### src/rtl/busca_instrucao.sv
// Instruction-fetch stage: issues one read at a time to instruction memory,
// buffers returned words in a small show-ahead FIFO and presents them to
// decode with valid/ready. Holds the PC while waiting or after fetching HLT.
module busca_instrucao #(
   parameter int          LARGURA      = 32,
   parameter int          PROFUNDIDADE = 2,
   parameter logic [5:0]  HLT_OPCODE   = 6'b111111
) (
   input  logic               clock,
   input  logic               reseta,
   input  logic [LARGURA-1:0] pc_endereco,
   input  logic               jump,
   output logic               halt,
   output logic               mem_leitura,
   output logic [LARGURA-1:0] mem_endereco,
   input  logic [LARGURA-1:0] mem_dado,
   input  logic               mem_valido,
   output logic [LARGURA-1:0] instrucao,
   output logic [LARGURA-1:0] instr_pc,
   output logic               instr_valida,
   input  logic               decod_pronto
);

   localparam int             PW    = $clog2(PROFUNDIDADE);
   localparam logic [PW:0]    CHEIO = (PW+1)'(PROFUNDIDADE);

   typedef enum logic [1:0] {OCIOSO, ESPERA, PARADO} estado_t;

   estado_t             estado, prox_estado;
   logic                descarta;
   logic [LARGURA-1:0]  req_pc;

   logic [LARGURA-1:0]  fifo_instr [PROFUNDIDADE];
   logic [LARGURA-1:0]  fifo_pc    [PROFUNDIDADE];
   logic [PW-1:0]       cabeca, cauda;
   logic [PW:0]         contagem;

   logic                emitir, empilha, desempilha, e_hlt;

   // Opcode field sits in the top six bits of the word
   assign e_hlt = (mem_dado[LARGURA-1 -: 6] == HLT_OPCODE);

   // State register
   always_ff @(posedge clock or negedge reseta) begin
      if (!reseta) estado <= OCIOSO;
      else         estado <= prox_estado;
   end

   // Next-state logic; a jump in ESPERA without data keeps waiting for the stale word
   always_comb begin
      prox_estado = estado;
      case (estado)
         OCIOSO: if (emitir) prox_estado = ESPERA;
         ESPERA: begin
            if (mem_valido) begin
               if (descarta || jump) prox_estado = OCIOSO;
               else if (e_hlt)       prox_estado = PARADO;
               else                  prox_estado = OCIOSO;
            end
         end
         PARADO: if (jump) prox_estado = OCIOSO;
         default: prox_estado = OCIOSO;
      endcase
   end

   // Outputs and FIFO strobes; slot is reserved at issue so a push never overflows
   always_comb begin
      emitir       = reseta && (estado == OCIOSO) && (contagem < CHEIO) && !jump;
      mem_leitura  = emitir;
      halt         = !emitir;
      mem_endereco = emitir ? pc_endereco : '0;
      empilha      = (estado == ESPERA) && mem_valido && !descarta && !jump;
      instr_valida = (contagem != '0);
      desempilha   = instr_valida && decod_pronto && !jump;
      instrucao    = instr_valida ? fifo_instr[cabeca] : '0;
      instr_pc     = instr_valida ? fifo_pc[cabeca]    : '0;
   end

   // Request PC and the discard flag for a read made stale by a jump
   always_ff @(posedge clock or negedge reseta) begin
      if (!reseta) begin
         req_pc   <= '0;
         descarta <= 1'b0;
      end else begin
         if (emitir) req_pc <= pc_endereco;
         if (estado == ESPERA) begin
            if (mem_valido) descarta <= 1'b0;
            else if (jump)  descarta <= 1'b1;
         end
      end
   end

   // Circular FIFO; a jump flushes it and voids any pop in that cycle
   always_ff @(posedge clock or negedge reseta) begin
      if (!reseta) begin
         cabeca   <= '0;
         cauda    <= '0;
         contagem <= '0;
         for (int i = 0; i < PROFUNDIDADE; i++) begin
            fifo_instr[i] <= '0;
            fifo_pc[i]    <= '0;
         end
      end else if (jump) begin
         cabeca   <= '0;
         cauda    <= '0;
         contagem <= '0;
      end else begin
         if (empilha) begin
            fifo_instr[cauda] <= mem_dado;
            fifo_pc[cauda]    <= req_pc;
            cauda             <= cauda + 1'b1;
         end
         if (desempilha) cabeca <= cabeca + 1'b1;
         case ({empilha, desempilha})
            2'b10:   contagem <= contagem + 1'b1;
            2'b01:   contagem <= contagem - 1'b1;
            default: contagem <= contagem;
         endcase
      end
   end

endmodule
### config.mk
export PLATFORM = sky130hd
export DESIGN_NAME = busca_instrucao
export DESIGN_NICKNAME = d
export VERILOG_FILES = /design/src/rtl/busca_instrucao.sv
export SDC_FILE = /design/constraint.sdc
export NUM_CORES = 1
export LEC_CHECK = 0
export ABC_AREA = 1
export CORE_ASPECT_RATIO = 1.25
export CORE_MARGIN = 2
export CORE_UTILIZATION = 46
export DETAILED_ROUTE_END_ITERATION = 6
export GPL_TIMING_DRIVEN = 0
export HOLD_SLACK_MARGIN = 0.05
export PLACE_DENSITY_LB_ADDON = 0.05
export REMOVE_ABC_BUFFERS = 1
export SLEW_MARGIN = 40
export SYNTH_ARGS = -nofsm -noshare
export SYNTH_HDL_FRONTEND = slang
export SYNTH_SLANG_ARGS = --single-unit
### constraint.sdc
create_clock -name clock -period 1.45 [get_ports clock]
set_input_delay 0.29 -clock clock [delete_from_list [all_inputs] [get_ports clock]]
set_output_delay 0.29 -clock clock [all_outputs]
set_load 0.02 [all_outputs]
==> metrics.md <==
| Metric | Value |
|---|---|
| Status | `finished, violations left` |
| Failing checks | `negative setup slack` |
| Met3 Routed Length | `3.58 mm` |
| CTS Buf Count | `17` |
| DRT Pass-1 Iters | `5` |
| Register area share after synthesis | `56.5%` |
| Crit Path Max Fanout | `4` |
| Met2 wire len | `15.8 mm` |
| Post-route ant nets | `0` |
| Final worst slack | `-0.665 ns` |
| Die W | `117 microns` |
| Leak | `6.09 nW` |
| Sinks on Clock Net | `167` |
| Gr usage total | `26.4%` |
| Routed WL | `33.2 mm` |
| Net Switching | `0.00585 W` |
| Final Total Pwr | `0.0178 W` |
| Min-delay worst type | `input port to flop` |
| Ports | `168` |
| Worst EP required | `1.16 ns` |
| Seq cells post-synth | `167` |
| Crit path kind | `flop to output pin` |
| Vias after detailed routing | `8038` |
| Switching Fraction | `32.9%` |
| Power Density | `1350 nW/um^2` |
| YS warnings | `0` |
| Cell Area, Synth | `7400 sq um` |
| Measured slew at the worst slew-check pin | `0.451 ns` |
| Largest net degree at the start of global routing | `91` |
| DR WL/cell | `23.9 microns` |
| Max-cap violation count | `0` |
| Top Layer Used | `met4` |
| Final Hold Viols | `0` |
| Clk pwr share | `30.0%` |
| Clk buf depth | `2` |
| Initial core utilization | `47.3%` |
| Cell area after placement | `9280 sq um` |
| Synthesis-to-layout area growth | `77.7%` |
| Drc violations | `0` |
| P_int | `0.0119 W` |
| Row count | `51` |
| Clock transition at path regs | `0.07 ns` |
| Overflow after GRT | `0` |
| Hpwl dp | `10.4 mm` |
| Endpoints failing setup | `236` |
| CP endpoint kind | `output pin` |
| Setup Skew | `0.0141 ns` |
| Syn Area/Cell | `8.37 sq um` |
| Critical Path Source Type | `flop` |
| Final period utilization | `146%` |
| Die Ht | `146 microns` |
| Design Area, Final | `13100 sq um` |
| Initial antenna violation count | `1` |
| Yosys cell types | `22` |
| Post-synthesis cell count | `884` |
| TritonCTS clock tree | `yes` |
| Final min period | `2.11 ns` |
| Worst slew margin | `69.9%` |
| Sequential share of power | `38.9%` |
| Worst EP arrival | `1.82 ns` |
| Worst-Skew Late Latency | `0.44 ns` |
| M1 wire length | `11.8 mm` |
| Comb power frac | `31.0%` |
| Vias per cell | `5.80` |
| First-pass GRT wire length | `35.2 mm` |
| Vias in the first global route | `6573` |
| Core Area | `15600 sq um` |
| Peak Freq | `0.473 GHz` |
| Port Buffers | `167` |
| Final RePlAce weighted congestion | `0.706` |
| RSZ-0062 raised after global routing | `yes` |
| CTS H-tree depth | `4` |
| Starting DRT DRC Count | `921` |
| Worst vdd ir | `992 uV` |
| Nets | `1230` |
| Share of layout cells above drive strength 1 | `35.9%` |
| Pins over their slew limit | `0` |
| Root buffer cell | `clkbuf_16` |
| Full die area | `17100 sq um` |
-- logic make-up (layout without fill, tap and decap cells) --
logic type      Yosys count  count (layout)  synth area share, %
compound gates          230             230                 16.7
xor+xnor                  1               1                0.118
buf+inv                 165             443                 9.78
flops                   167             167                 56.5
other cells               0               1                    0
simple gates            321             333                 16.9
-- metrics by stage --
| stage | hold slack, ns | instances | TNS [ns] | worst slack, ns | utilization (%) |
|---|---|---|---|---|---|
| after floorplan | -0.00559 | 829 | -234.46 | -1.81 | - |
| after global placement | 0.470 | 1208 | -2160.15 | -8.39 | 57.7 |
| after detailed placement | 0.228 | 1217 | -234.44 | -2.37 | 59.4 |
| after CTS | 0.424 | 1297 | -102.75 | -0.600 | 70.6 |
| after global routing | 0.443 | 1386 | -109.14 | -0.711 | 84.1 |
| final | 0.426 | 1387 | -99.45 | -0.665 | 84.1 |
-- critical path, stage by stage (launching register included) --
cell     delay (ns)
dfrtp_1        0.44
nor2_4         0.16
buf_6          0.12
nand3_4        0.10
buf_12         0.17
buf_16         0.14
nor2_4         0.12
buf_6          0.13
-- cell usage in the layout (no fill, tap or decap), types with 3 or more instances in the layout --
master and n:
buf_4 55, clkdlybuf4s50_1 66, buf_16 17, o21ai_2 3, bufinv_16 6, buf_8 9, nand2_1 226, clkbuf_8 3
nand2_2 22, nor2_1 4, dlygate4sd3_1 3, buf_12 27, buf_6 89, inv_1 105, bufbuf_16 3, dfrtp_1 163
nand3_4 3, nand3_1 5, a21oi_4 12, nand2_4 22, a21oi_1 18, o21bai_1 32, clkinv_2 3, a21oi_2 38
buf_2 4, o21ai_1 123, nand2_8 10, nor2_4 37, clkbuf_16 41
-- worst paths after layout --
kind	cells past startpoint	to	slack, ns	startpoint
setup / recovery	7	mem_endereco[5]	-0.66	estado[0]$_DFFE_PN0P_
hold / removal	3	fifo_instr[57]$_DFFE_PN0P_	0.43	mem_dado[25]
setup reg to reg	10	fifo_instr[15]$_DFFE_PN0P_	-0.44	estado[1]$_DFFE_PN0P_
max in group asynchronous	4	fifo_pc[36]$_DFFE_PN0P_	0.35	reseta
hold reg to reg	2	fifo_pc[8]$_DFFE_PN0P_	0.49	fifo_pc[8]$_DFFE_PN0P_
min in group asynchronous	3	fifo_pc[10]$_DFFE_PN0P_	0.50	reseta
-- state kept, by name, indices dropped and copies added (netlist names) --
name and flops:
cabeca 1, fifo_pc 64, estado 2, req_pc 32, descarta 1, fifo_instr 64, cauda 1, contagem 2
-- power groups by stage --
stage	combinational, W	sequential [W]	clock [W]
after global routing	0.00589	0.00704	0.00551
final	0.00551	0.00692	0.00534
after global placement	0.00320	0.00670	0
after CTS	0.00408	0.00662	0.00528
after floorplan	0.00212	0.00657	0
after detailed placement	0.00338	0.00670	0
-- cells in the mapped netlist --
cell | number | area, sq um
o21ai_1 | 128 | 641
nand4_1 | 2 | 12.5
nor3_1 | 1 | 5.00
nand3_2 | 2 | 20.0
buf_1 | 11 | 41.3
buf_6 | 10 | 113
o21bai_1 | 32 | 240
o21ai_0 | 1 | 5.00
xor2_1 | 1 | 8.76
nor2_4 | 2 | 22.5
nand3_1 | 5 | 25.0
nor2_1 | 39 | 146
nand2_2 | 2 | 12.5
nand3b_1 | 1 | 7.51
inv_2 | 1 | 3.75
o31ai_1 | 1 | 7.51
clkbuf_1 | 11 | 41.3
dfrtp_1 | 167 | 4180
buf_2 | 23 | 115
a21oi_1 | 68 | 340
inv_1 | 109 | 409
nand2_1 | 267 | 1000
-- what timing repair did --
item                                    4_1_cts  5_1_grt
endpoints found under the setup margin      264      236
pin swaps                                     7       31
endpoints found under the hold margin       115       17
hold buffers                                  5        1
gates cloned                                 15       51
buffers inserted                             28       40
resized for setup                           632      219
-- layer usage --
metal,track usage [%],vias up
li1,-,3371
met1,34.7,3899
met2,44.0,603
met3,6.35,165
met4,7.29,0
met5,0,-
-- area by class of cell --
class	instances	area (sq um)
repair inverters	2	32.5
fillers	843	2480
multi-input cells	564	3520
well taps	212	265
clock inverters	12	220
clock buffers	20	467
repair buffers	299	3980
flip-flops and latches	167	4190
inverters	110	469
diodes	1	2.50
(Power assumes the default switching activity.)
